File: config.mk
export PLATFORM = sky130hd
export DESIGN_NAME = alu_mul_seq_flat
export DESIGN_NICKNAME = d
export VERILOG_FILES = /design/src/rtl/alu_pkg.sv /design/src/rtl/alu_mul_seq_if.sv /design/src/rtl/alu_mul_seq.sv /design/src/flat_wrapper.sv
export SDC_FILE = /design/constraint.sdc
export NUM_CORES = 1
export LEC_CHECK = 0
export BUFFER_PORTS_ARGS = -buffer_cell sky130_fd_sc_hd__buf_2
export CORE_AREA = 3 3 152 154
export CTS_CLUSTER_DIAMETER = 200
export DETAILED_ROUTE_END_ITERATION = 12
export DIE_AREA = 0 0 155 157
export GPL_ROUTABILITY_DRIVEN = 0
export PLACE_DENSITY = 0.72
export SLEW_MARGIN = 20
export SYNTH_ARGS = -nofsm -noshare
export SYNTH_HDL_FRONTEND = slang
export SYNTH_SLANG_ARGS = --single-unit
File: constraint.sdc
create_clock -name clk -period 15.7 [get_ports clk]
set_clock_uncertainty 0.15 [all_clocks]
set_input_delay 1.57 -clock clk [delete_from_list [all_inputs] [get_ports clk]]
set_output_delay 1.57 -clock clk [all_outputs]
set_load 0.02 [all_outputs]
File: src/rtl/alu_pkg.sv
// ---------------------------------------------------------------------------
// alu_pkg
// Shared definitions for the execute-stage ALU and the blocks that time-share
// it: default datapath width, opcode encoding and the multiplier FSM states.
// ---------------------------------------------------------------------------
package alu_pkg;

  localparam int XLEN     = 64;
  localparam int ALU_OP_W = 4;

  localparam logic [ALU_OP_W-1:0] ALU_ADD = 4'b0000;
  localparam logic [ALU_OP_W-1:0] ALU_SUB = 4'b0001;
  localparam logic [ALU_OP_W-1:0] ALU_AND = 4'b0010;
  localparam logic [ALU_OP_W-1:0] ALU_OR  = 4'b0011;
  localparam logic [ALU_OP_W-1:0] ALU_XOR = 4'b0100;

  typedef enum logic [1:0] {
    IDLE = 2'd0,
    RUN  = 2'd1,
    DONE = 2'd2
  } mul_state_t;

endpackage

File: src/rtl/alu_mul_seq_if.sv
// ---------------------------------------------------------------------------
// alu_mul_seq_if
// Bundles the multiplier's request/response handshakes and its borrowed ALU
// port.
//   in_valid/in_ready/in_a/in_b   : request channel (parent -> multiplier)
//   out_valid/out_ready/result    : response channel (multiplier -> parent)
//   busy                          : parent routes the ALU to the multiplier
//   alu_a/alu_b/alu_op            : ALU operands driven by the multiplier
//   alu_out                       : combinational ALU result back in
// Modports: slave = the multiplier, master = the parent owning the ALU.
// ---------------------------------------------------------------------------
interface alu_mul_seq_if #(
  parameter int XLEN = alu_pkg::XLEN
);

  logic                          in_valid;
  logic                          in_ready;
  logic [XLEN-1:0]               in_a;
  logic [XLEN-1:0]               in_b;
  logic                          out_valid;
  logic                          out_ready;
  logic [XLEN-1:0]               result;
  logic                          busy;
  logic [XLEN-1:0]               alu_a;
  logic [XLEN-1:0]               alu_b;
  logic [alu_pkg::ALU_OP_W-1:0]  alu_op;
  logic [XLEN-1:0]               alu_out;

  modport slave (
    input  in_valid, in_a, in_b, out_ready, alu_out,
    output in_ready, out_valid, result, busy, alu_a, alu_b, alu_op
  );

  modport master (
    output in_valid, in_a, in_b, out_ready, alu_out,
    input  in_ready, out_valid, result, busy, alu_a, alu_b, alu_op
  );

endinterface

File: src/rtl/alu_mul_seq.sv
// ---------------------------------------------------------------------------
// alu_mul_seq
// Sequential unsigned shift-and-add multiplier that borrows the shared ALU
// for its accumulate step (one ALU add per RUN cycle). Returns the low XLEN
// bits of a*b, which are also correct for two's-complement operands.
// Ports:
//   clk  : clock, rising edge
//   rst  : asynchronous active-high reset
//   bus  : alu_mul_seq_if.slave (request, response, busy, ALU port)
// Latency from accept edge to out_valid is n+1 cycles, where n is the
// position of the multiplier's highest set bit (n=0 for a zero multiplier).
// ---------------------------------------------------------------------------
module alu_mul_seq #(
  parameter int XLEN = alu_pkg::XLEN
) (
  input  logic         clk,
  input  logic         rst,
  alu_mul_seq_if.slave bus
);
  import alu_pkg::*;

  mul_state_t      r_state, w_state_next;
  logic [XLEN-1:0] r_acc, w_acc_next;
  logic [XLEN-1:0] r_mcand, w_mcand_next;
  logic [XLEN-1:0] r_mplier, w_mplier_next;
  logic [XLEN-1:0] w_mplier_shr;

  assign w_mplier_shr = r_mplier >> 1;

  always_ff @(posedge clk or posedge rst) begin
    if (rst) begin
      r_state  <= IDLE;
      r_acc    <= '0;
      r_mcand  <= '0;
      r_mplier <= '0;
    end else begin
      r_state  <= w_state_next;
      r_acc    <= w_acc_next;
      r_mcand  <= w_mcand_next;
      r_mplier <= w_mplier_next;
    end
  end

  always_comb begin
    w_state_next  = r_state;
    w_acc_next    = r_acc;
    w_mcand_next  = r_mcand;
    w_mplier_next = r_mplier;
    case (r_state)
      IDLE: begin
        if (bus.in_valid) begin
          w_acc_next    = '0;
          w_mcand_next  = bus.in_a;
          w_mplier_next = bus.in_b;
          // A zero multiplier needs no add steps: the zero accumulator is the answer.
          w_state_next  = (bus.in_b == '0) ? DONE : RUN;
        end
      end
      RUN: begin
        // The ALU currently sees acc + mcand; keep its sum only for set multiplier bits.
        if (r_mplier[0]) begin
          w_acc_next = bus.alu_out;
        end
        w_mcand_next  = r_mcand << 1;
        w_mplier_next = w_mplier_shr;
        // Stop as soon as no set multiplier bits remain rather than after XLEN steps.
        if (w_mplier_shr == '0) begin
          w_state_next = DONE;
        end
      end
      DONE: begin
        // Returning to IDLE first guarantees no accept on the same edge as the handoff.
        if (bus.out_ready) begin
          w_state_next = IDLE;
        end
      end
      default: begin
        w_state_next = IDLE;
      end
    endcase
  end

  assign bus.in_ready  = (r_state == IDLE);
  assign bus.out_valid = (r_state == DONE);
  assign bus.busy      = (r_state == RUN) || (r_state == DONE);
  assign bus.result    = r_acc;
  assign bus.alu_a     = r_acc;
  assign bus.alu_b     = r_mcand;
  assign bus.alu_op    = ALU_ADD;

endmodule
File: src/flat_wrapper.sv
// flat-port wrapper written by rule: the top's interface ports become plain ports
module alu_mul_seq_flat import alu_pkg::*;
#(
  parameter int XLEN = alu_pkg::XLEN
)
  (clk, rst, bus_in_valid, bus_in_a, bus_in_b, bus_out_ready, bus_alu_out, bus_in_ready, bus_out_valid, bus_result, bus_busy, bus_alu_a, bus_alu_b, bus_alu_op);
  alu_mul_seq_if #(.XLEN(XLEN)) bus_i ();
  input  logic clk;
  input  logic rst;
  input wire logic [$bits(bus_i.in_valid)-1:0] bus_in_valid;
  input wire logic [$bits(bus_i.in_a)-1:0] bus_in_a;
  input wire logic [$bits(bus_i.in_b)-1:0] bus_in_b;
  input wire logic [$bits(bus_i.out_ready)-1:0] bus_out_ready;
  input wire logic [$bits(bus_i.alu_out)-1:0] bus_alu_out;
  output wire logic [$bits(bus_i.in_ready)-1:0] bus_in_ready;
  output wire logic [$bits(bus_i.out_valid)-1:0] bus_out_valid;
  output wire logic [$bits(bus_i.result)-1:0] bus_result;
  output wire logic [$bits(bus_i.busy)-1:0] bus_busy;
  output wire logic [$bits(bus_i.alu_a)-1:0] bus_alu_a;
  output wire logic [$bits(bus_i.alu_b)-1:0] bus_alu_b;
  output wire logic [$bits(bus_i.alu_op)-1:0] bus_alu_op;
  assign bus_i.in_valid = bus_in_valid;
  assign bus_i.in_a = bus_in_a;
  assign bus_i.in_b = bus_in_b;
  assign bus_i.out_ready = bus_out_ready;
  assign bus_i.alu_out = bus_alu_out;
  assign bus_in_ready = bus_i.in_ready;
  assign bus_out_valid = bus_i.out_valid;
  assign bus_result = bus_i.result;
  assign bus_busy = bus_i.busy;
  assign bus_alu_a = bus_i.alu_a;
  assign bus_alu_b = bus_i.alu_b;
  assign bus_alu_op = bus_i.alu_op;
  alu_mul_seq #(.XLEN(XLEN)) u_core (.clk(clk), .rst(rst), .bus(bus_i));
endmodule
## After elaboration in Yosys (flattened, before gate mapping)

Cells that the tools add are included.
Widths: inputs -> output; s select.

- Output and inout port bits: 199
- Logic and storage cells: 30
- Register bits: 194
- Input port bits: 196

- Muxes and demuxes: 12
- Equal/unequal tests: 6
- Reduce and logical (&&, ||, !) cells: 8

Operators by type and width:

| kind | count |
|---|---|
| $pmux 64 s2 | 3 |
| $mux 64 | 4 |
| $logic_not 64->1 | 2 |
| $mux 2 | 4 |
| $pmux 2 s3 | 1 |
| $reduce_and 3->1 | 2 |
| $ne 2x1->1 const B | 2 |
| $ne 2x2->1 const B | 2 |
| $eq 2x1->1 const B | 1 |
| $eq 2x2->1 const B | 1 |
| $logic_not 2->1 | 1 |
| $reduce_and 2->1 | 1 |
| $reduce_bool 2->1 | 1 |
| $logic_or 1x1->1 | 1 |

## Longest topological paths before layout

Gate-level depths: netlist of run 1.

- Depth after elaboration: 4
- Mapped depth: 10
- Gate-level depth less buffers: 6

## Least setup slack after synthesis of run 1

Ideal clock, no wire load.

- Path type: in2reg
- From: input port bus_in_valid
- To: register u_core.r_mcand[25] (netlist: u_core.bus.alu_b[25])
- Required time: 15467 ps
- Arrival: 2488 ps
- Setup slack: 12979 ps
- Library setup time: 83 ps
- Cell stages on the path: 7
- Cell sequence: mux2i_2 buf_6 buf_4 buf_6 buf_4 nand2_1 o21ai_0

- Longest elaborated chain between the ends: 2

Ends and longest elaborated chain:

| element | line | RTL |
|---|---|---|
| from (decl) | flat_wrapper.sv:10 | `input wire logic [$bits(bus_i.in_valid)-1:0] bus_in_valid;` |
| $ne 2x2->1 (no source line) | - |  |
| $reduce_and 2->1 (no source line) | - |  |
| to (signal assigned) | alu_mul_seq.sv:39 | `r_mcand <= w_mcand_next;` |
| to (decl) | alu_mul_seq.sv:24 | `logic [XLEN-1:0] r_mcand, w_mcand_next;` |

No other way between the ends.
A chain may end at the register's enable or synchronous reset.

## Worst setup path in the final report of run 1

Same ends and word-level chain as after synthesis.

==> qor.yml, run 1 <==
status: "complete, no violations"
path_class: "in2reg"
design.die.area_sq_um: 24300
powerDensity_nw_per_um2: 218
start_util: 0.431
path_clk_slew_ps: 80
ioPinCount: 395
syn2layout_area_growth_pct: 22.0
grt_overflow: 0
cts_buffers: 17
grt_start_max_net_pins: 129
vias: 7812
synth-edff-count: 0
power_frac_comb: 0.468
n_fill_cell: 2010
ys_types: 27
htreeDepth: 4
die_w_um: 155
switching_share: 0.457
ys_seq_elements: 194
cts-root-buf: "clkbuf_16"
worstPathMaxFanout: 122
hold_ws_ps: 337
fin_util: 0.526
synth.area.top_cells: "dfrtp_1 52%, mux2i_1 14%, nand2_1 10%, o21ai_1 6.8%, buf_4 5.9%"
worstMarginPinSlew_ps: 1040
wl_per_cell_um: 16.9
synthArstFlopShare: 1.00
p_int_uw: 1360
grt_setup_unrepaired: "false"
fin_nets: 1449
avgViaCountPerCell: 5.06
grt_pass1_vias: 7455
yosysMostFrequentCell: "nand2_1"
leakagePower_uw: 0.00612
groute.usage.overall: 0.208
fin_crit_sh: 0.259
cts_sinks: 194
synth_ff_type: "dfrtp_1"
slew_violations: 0
seq_power_share: 0.348
dieHeight_um: 157
crit_chain: "buf_2 -> mux2i_4 -> buf_6 -> buf_4 -> o21ai_0"
startpoint_type: "input port"
hold_buffers: 0
io_buffers: 390
cts_resized: 0
arrival_ps: 4180
ant_nets: 0
antenna_found_initial: 3
drive_above_1_share: 0.342
max_freq_ghz: 0.246
finalWirelength_um: 26000
num_rows: 54
final_cells: 1544
synth_common_cells: "258 x nand2_1, 194 x dfrtp_1, 127 x mux2i_1, 127 x o21ai_1, 74 x buf_4"
design_area_sq_um: 11500
max-cap-violations: 0
core_sq_um: 21800
synth_top_area_share: 0.516
setup.worst_path.end_class: "register"
post-cts-setup-buffer-count: 0
hold_path.class: "reg2reg"
max_stage_delay_ps: 880
drtPass1Iterations: 4
final-hold-violation-count: 0
grt_pass1_wl_um: 40600
min_period_ps: 4060
place_area_sq_um: 10900
peakVddDrop_v: 0.000141
post_synth.cell_area_avg_sq_um: 9.77
crit_required_ps: 15820
drt_iter0_drc: 507
ys_seq_area_frac: 0.516
synth_top_cell_by_area: "dfrtp_1"
place_hpwl_um: 19000
relSlewSlack: 0.306
syn_inst: 963
crit_path_top_delay_cell: "buf_4"
synth_warnings: 0
worstSkewPairLatency_ps: 430
clockPowerShare: 0.183
drc_errors: 0
power.switching_uw: 1150
setup_tns_ps: 0
cts_tree: "yes"
placedCellCount: 1511
synth_area_sq_um: 9410
clock_path_buffers: 2
setup_viol: 0
==> power by group through the flow <==
stage / Combinational (uW) / Clock [uW] / Sequential (uW)
4_1_cts: 1190 / 470 / 873
3_3_place_gp: 1160 / 0 / 876
6_report: 1170 / 460 / 874
5_1_grt: 1310 / 493 / 901
3_5_place_dp: 1190 / 0 / 880
2_1_floorplan: 838 / 0 / 980
==> metrics by stage <==
stage	setup WS, ps	total power, uW
after detailed placement	10930	2070
after floorplan	8700	1820
after CTS	11390	2530
final	11640	2510
after global placement	11000	2030
after global routing	11320	2700
==> cell usage in the layout, fill, tap and decap left out <==
cell type and instances:
a21oi_4 1, buf_4 5, nand3_1 64, a31oi_1 1, or2b_1 1, clkinv_8 2
clkbuf_16 17, clkbuf_1 1, inv_8 6, a221oi_1 2, clkinvlp_4 1, or3_1 1
nand2_1 258, inv_6 3, nand4_1 7, clkinv_4 1, mux2i_4 1, a21o_4 1
dfrtp_1 194, nor4_1 33, ha_4 1, nand2b_1 2, conb_1 4, a22oi_1 1
buf_2 390, ha_1 2, inv_1 5, diode_2 1, o21ai_0 1, buf_6 1
o21ai_1 127, bufinv_16 2, mux2i_1 127
==> worst max-delay path, delay by kind of cell <==
family / cells / cell delay [ps]
buf+inv: 3 / 1700
mux: 1 / 640
compound gates: 1 / 200
==> final timing paths <==
path                                                   from                               end  slack [ps]  cells after the start
max reg2reg                   u_core.r_state[1]$_DFFE_PP0P_   u_core.r_mplier[61]$_DFFE_PP0P_       11730                      6
max                                            bus_in_valid  u_core.bus.alu_b[25]$_DFFE_PP0P_       11640                      5
min reg2reg                u_core.bus.alu_a[47]$_DFFE_PP0P_  u_core.bus.alu_a[47]$_DFFE_PP0P_         340                      2
min                        u_core.bus.alu_a[47]$_DFFE_PP0P_  u_core.bus.alu_a[47]$_DFFE_PP0P_         340                      2
min in group asynchronous                               rst  u_core.bus.alu_a[33]$_DFFE_PP0P_        1140                      2
max in group asynchronous                               rst  u_core.bus.alu_a[57]$_DFFE_PP0P_       12730                      3
==> sequential cells by signal (all words and copies together) (netlist names) <==
signal            flops
u_core.bus.alu_a     64
u_core.bus.alu_b     64
u_core.r_mplier      64
u_core.r_state        2
==> kinds of logic after synthesis <==
group	share of synthesized area
fa+ha+maj	0.00399
flops	0.516
buf+inv	0.103
simple gates	0.166
other cells	0.000398
compound gates	0.0739
mux	0.137
==> layout make-up <==
| cell class | count | area [sq um] | area share |
|---|---|---|---|
| diodes | 1 | 2.50 | 0.000218 |
| clock buffers | 18 | 429 | 0.0374 |
| multi-input cells | 635 | 3630 | 0.316 |
| repair buffers | 396 | 2000 | 0.174 |
| clock inverters | 14 | 191 | 0.0167 |
| well taps | 280 | 350 | 0.0305 |
| inverters | 6 | 30.0 | 0.00261 |
| flip-flops and latches | 194 | 4850 | 0.423 |
==> layer usage <==
layer	track usage	part of all wire	vias up
li1	-	-	3787
met1	0.276	0.42	3691
met2	0.341	0.49	283
met3	0.0401	0.061	47
met4	0.0786	0.025	4
met5	0	0.00054	-
(Power assumes the default switching activity.)
==> run 2: changes to the inputs <==
- CORE_AREA: 3 3 152 154 -> unset
- CORE_MARGIN: unset -> 3
- CORE_UTILIZATION: unset -> 44
- DIE_AREA: 0 0 155 157 -> unset
- PLACE_DENSITY: 0.72 -> 0.77
- clock period: 15.7 -> 3.65 ns (I/O delays scaled with it)
==> run 2 against run 1 <==
  * Sequential cell count stayed put
  * Utilization up 3.3 points
  * Global-route usage is 1.2 points higher
  * Non-clock buffer count increased by 10
  * Setup slack worse by 10000 ps
  * Combinational power increased to 4.4 times the previous value
  * Power rose to 4.2 times the previous value
  * Cell area is 0.42% higher
  * Register-to-register slack worse by 11000 ps
  * Critical path type is now reg2reg
==> qor.yml, run 2 (same netlist as run 1, synthesis figures left out) <==
status: "complete, no violations"
avgViaCountPerCell: 5.08
antenna_found_initial: 3
setup_viol: 0
io_buffers: 390
final_common_cell: "buf_2"
start_util: 0.456
die_w_um: 152
grt_setup_unrepaired: "false"
grt_pass1_wl_um: 41600
hold_path_depth: 3
final_cell_mix: "390 x buf_2, 258 x nand2_1, 194 x dfrtp_1, 127 x mux2i_1, 127 x o21ai_1"
grt_start_max_net_pins: 193
max_freq_ghz: 0.413
dieHeight_um: 152
hp-start: "bus_alu_out[34]"
crit_start: "u_core.r_state[0]$_DFFE_PP0P_"
drt_iter0_drc: 542
post-cts-setup-buffer-count: 0
num_rows: 52
groute.usage.overall: 0.220
ant_nets: 0
path_clk_slew_ps: 70
cts-root-buf: "clkbuf_16"
finalWirelength_um: 26000
relSlewSlack: 0.488
crit_path_top_delay_cell: "buf_12"
cts_buffers: 17
cts_sinks: 194
setup_tns_ps: 0
worstPathMaxFanout: 192
final-hold-violation-count: 0
clock_path_buffers: 2
timing.rr.start: "u_core.r_state[0]$_DFFE_PP0P_"
htreeDepth: 4
vias: 7842
min_period_ps: 2420
ff2ff_path_depth: 5
setup.worst_path.end_class: "register"
peakVddDrop_v: 0.000719
reg2reg_slack_ps: 1230
path_depth: 5
max_stage_delay_ps: 560
hold_path.class: "in2reg"
grt_overflow: 0
drive_above_1_share: 0.342
path_class: "reg2reg"
startpoint_type: "register"
crit_chain: "inv_1 -> ha_1 -> mux2i_4 -> buf_12 -> o21ai_1"
arrival_ps: 2530
grt_pass1_vias: 7695
syn2layout_area_growth_pct: 22.6
worstSkewPairLatency_ps: 420
fin_util: 0.559
path_buf_inv: 2
slew_violations: 0
n_fill_cell: 1839
crit_required_ps: 3760
cts_tree: "yes"
design.die.area_sq_um: 23200
powerDensity_nw_per_um2: 920
wl_per_cell_um: 16.9
core_sq_um: 20600
worstMarginPinSlew_ps: 761
leakagePower_uw: 0.00614
holdPathEnd: "u_core.bus.alu_a[34]$_DFFE_PP0P_"
max-cap-violations: 0
place_hpwl_um: 19300
ioPinCount: 395
crit_family: "buffers and inverters"
fin_crit_sh: 0.664
fin_nets: 1459
drc_errors: 0
drtPass1Iterations: 5
r2r-end: "u_core.bus.alu_b[15]$_DFFE_PP0P_"
==> run 2: repair_timing <==
item	in CTS	in global routing
gates resized for setup	0	0
hold buffers	3	2
endpoints found under the hold margin	3	15
==> run 2: tightest hold or removal path, stage by stage <==
cell and delay [ps]:
buf_2 70, nand3_1 60, nand2_1 60
==> run 2: through the flow <==
step	power, uW	setup WS [ps]	std cells	hold slack (ps)	instance area, sq um
after global placement	8790	1330	1505	312	10900
after CTS	10700	1240	1540	0.172	11500
after global routing	11400	1050	1544	12.4	11500
after detailed placement	8940	1250	1505	323	10900
after floorplan	7820	631	966	306	9430
final	10600	1230	1544	17.4	11500
==> run 2: final cells by class <==
class | count | area, sq um | share of cell area
sequential | 194 | 4850 | 0.421
tap | 270 | 338 | 0.0293
antenna | 1 | 2.50 | 0.000217
multi-input combinational | 635 | 3620 | 0.314
inverter | 6 | 26.3 | 0.00228
timing repair buffer | 406 | 2160 | 0.187
clock buffer | 19 | 433 | 0.0375
clock inverter | 13 | 100 | 0.00868
==> run 2: metal layers <==
layer  wire [um]  vias to the layer above  global-route usage
li1            -                     3800                   -
met1       10400                     3680               0.275
met2       13000                      329               0.372
met3        2230                       29              0.0690
met4         347                        4              0.0586
met5          21                        -                   0
==> run 2: how the worst max path moves through the flow <==
stage	slack, ps	end
floorplan	630	u_core.bus.alu_a[0]$_DFFE_PP0P_
global placement	1330	u_core.bus.alu_b[25]$_DFFE_PP0P_
detailed placement	1250	u_core.bus.alu_b[25]$_DFFE_PP0P_
CTS	1240	u_core.bus.alu_a[43]$_DFFE_PP0P_
global route	1050	u_core.bus.alu_b[15]$_DFFE_PP0P_
finish	1230	u_core.bus.alu_b[15]$_DFFE_PP0P_
==> run 2: power breakdown <==
part / internal [uW] / total (uW) / switching (uW)
Clock: 886 / 1740 / 850
Combinational: 1800 / 5110 / 3310
Sequential: 3050 / 3760 / 711
==> run 3: changes to the inputs <==
- clock period: 3.65 -> 2.1 ns (I/O delays scaled with it)
==> run 3 against run 2 <==
  * Cell area increased by 19%
  * Wire length increased by 26%
  * Largest cell class unchanged
  * Die area unchanged
==> qor.yml, run 3 (same netlist as run 1, synthesis figures left out) <==
status: "complete, no violations"
slew_violations: 0
num_rows: 52
peakVddDrop_v: 0.000995
worstPathMaxFanout: 2
finalWirelength_um: 32800
antenna_found_initial: 3
final-hold-violation-count: 0
drtPass1Iterations: 7
dieHeight_um: 152
start_util: 0.456
ioPinCount: 395
groute.usage.overall: 0.276
cts_tree: "yes"
crit_required_ps: 2250
place_area_sq_um: 11200
clock_path_buffers: 2
hold_ws_ps: 127
cts-root-buf: "clkbuf_16"
worstMarginPinSlew_ps: 521
vias: 9284
place_hpwl_um: 20000
drive_above_1_share: 0.311
startpoint_type: "input port"
grt_pass1_wl_um: 52100
grt_start_max_net_pins: 70
hold_path.class: "in2reg"
powerDensity_nw_per_um2: 1460
max_stage_delay_ps: 540
min_period_ps: 2020
fin_util: 0.666
leakagePower_uw: 0.00709
postLayoutSetupSlackWorst_ps: 83.6
grt_overflow: 0
final_cells: 1755
design.die.area_sq_um: 23200
crit_chain: "dlygate4sd3_1 -> buf_2 -> nor4_1 -> nand4_1 -> nor4_2 -> or2b_1 -> mux2i_1"
core_sq_um: 20600
final_cell_mix: "390 x buf_2, 258 x nand2_1, 194 x dfrtp_1, 193 x dlygate4sd3_1"
worstSkewPairLatency_ps: 430
fin_crit_sh: 0.960
relSlewSlack: 0.650
grt_setup_unrepaired: "false"
grt_pass1_vias: 9542
drc_errors: 0
avgViaCountPerCell: 5.29
cts_sinks: 194
die_w_um: 152
design_area_sq_um: 13700
setup_viol: 0
max-cap-violations: 0
cts_buffers: 17
n_fill_cell: 1500
path_class: "in2reg"
path_clk_slew_ps: 70
syn2layout_area_growth_pct: 45.9
io_buffers: 390
ant_nets: 0
drt_iter0_drc: 629
fin_nets: 1668
dp_slack_ps: 124
htreeDepth: 4
placedCellCount: 1525
arrival_ps: 2170
wl_per_cell_um: 18.7
final_common_cell: "buf_2"
max_freq_ghz: 0.496
setup.worst_path.end_class: "register"
crit_path_top_delay_cell: "dlygate4sd3_1"
-- run 3: repair_timing --
action	4_1_cts	5_1_grt
hold buffers	193	0
endpoints found under the hold margin	386	0
setup endpoints to repair	0	13
buffers inserted	0	1
resized for setup	0	6
-- run 3: path summary, 6_finish.rpt --
check / end / depth (start not counted) / start / slack, ps
hold reg to reg: u_core.bus.alu_a[61]$_DFFE_PP0P_ / 2 / u_core.bus.alu_a[61]$_DFFE_PP0P_ / 330
min in group asynchronous: u_core.r_mplier[29]$_DFFE_PP0P_ / 3 / rst / 140
setup reg to reg: u_core.bus.alu_a[46]$_DFFE_PP0P_ / 7 / u_core.r_state[0]$_DFFE_PP0P_ / 90
hold / removal: u_core.r_state[1]$_DFFE_PP0P_ / 4 / bus_out_ready / 130
max in group asynchronous: u_core.bus.alu_b[42]$_DFFE_PP0P_ / 4 / rst / 970
setup / recovery: u_core.r_state[0]$_DFFE_PP0P_ / 7 / bus_in_b[7] / 80
-- run 3: layout make-up --
class,count,area [sq um],area share
Sequential cell,194,4850,0.354
Timing Repair Buffer,615,4320,0.314
Multi-Input combinational cell,635,3640,0.265
Clock buffer,19,433,0.0315
Tap cell,270,338,0.0246
Clock inverter,13,115,0.00838
Inverter,6,26.3,0.00191
Antenna cell,3,7.51,0.000547
-- run 3: stage by stage --
stage	setup TNS, ps	total power (uW)
finish	0	20100
global route	0	21300
CTS	0	19600
detailed placement	0	16200
global placement	0	15900
floorplan	-148300	13600
-- run 3: worst max-delay path: cells and delay by family --
kind / cells / cell delay (ps)
buffers and inverters: 2 / 680
muxes: 1 / 70
and+or+nand+nor: 4 / 1200
-- run 3: power breakdown --
part           switching, uW  internal (uW)
sequential              1360           5290
clock                   1550           1570
combinational           6360           3940
total                   9280          10800
-- run 3: per-layer routing --
layer  GRT usage  part of all wire
met5           0                 0
met3      0.0676             0.077
met4       0.127             0.040
met2       0.468              0.50
met1       0.333              0.38
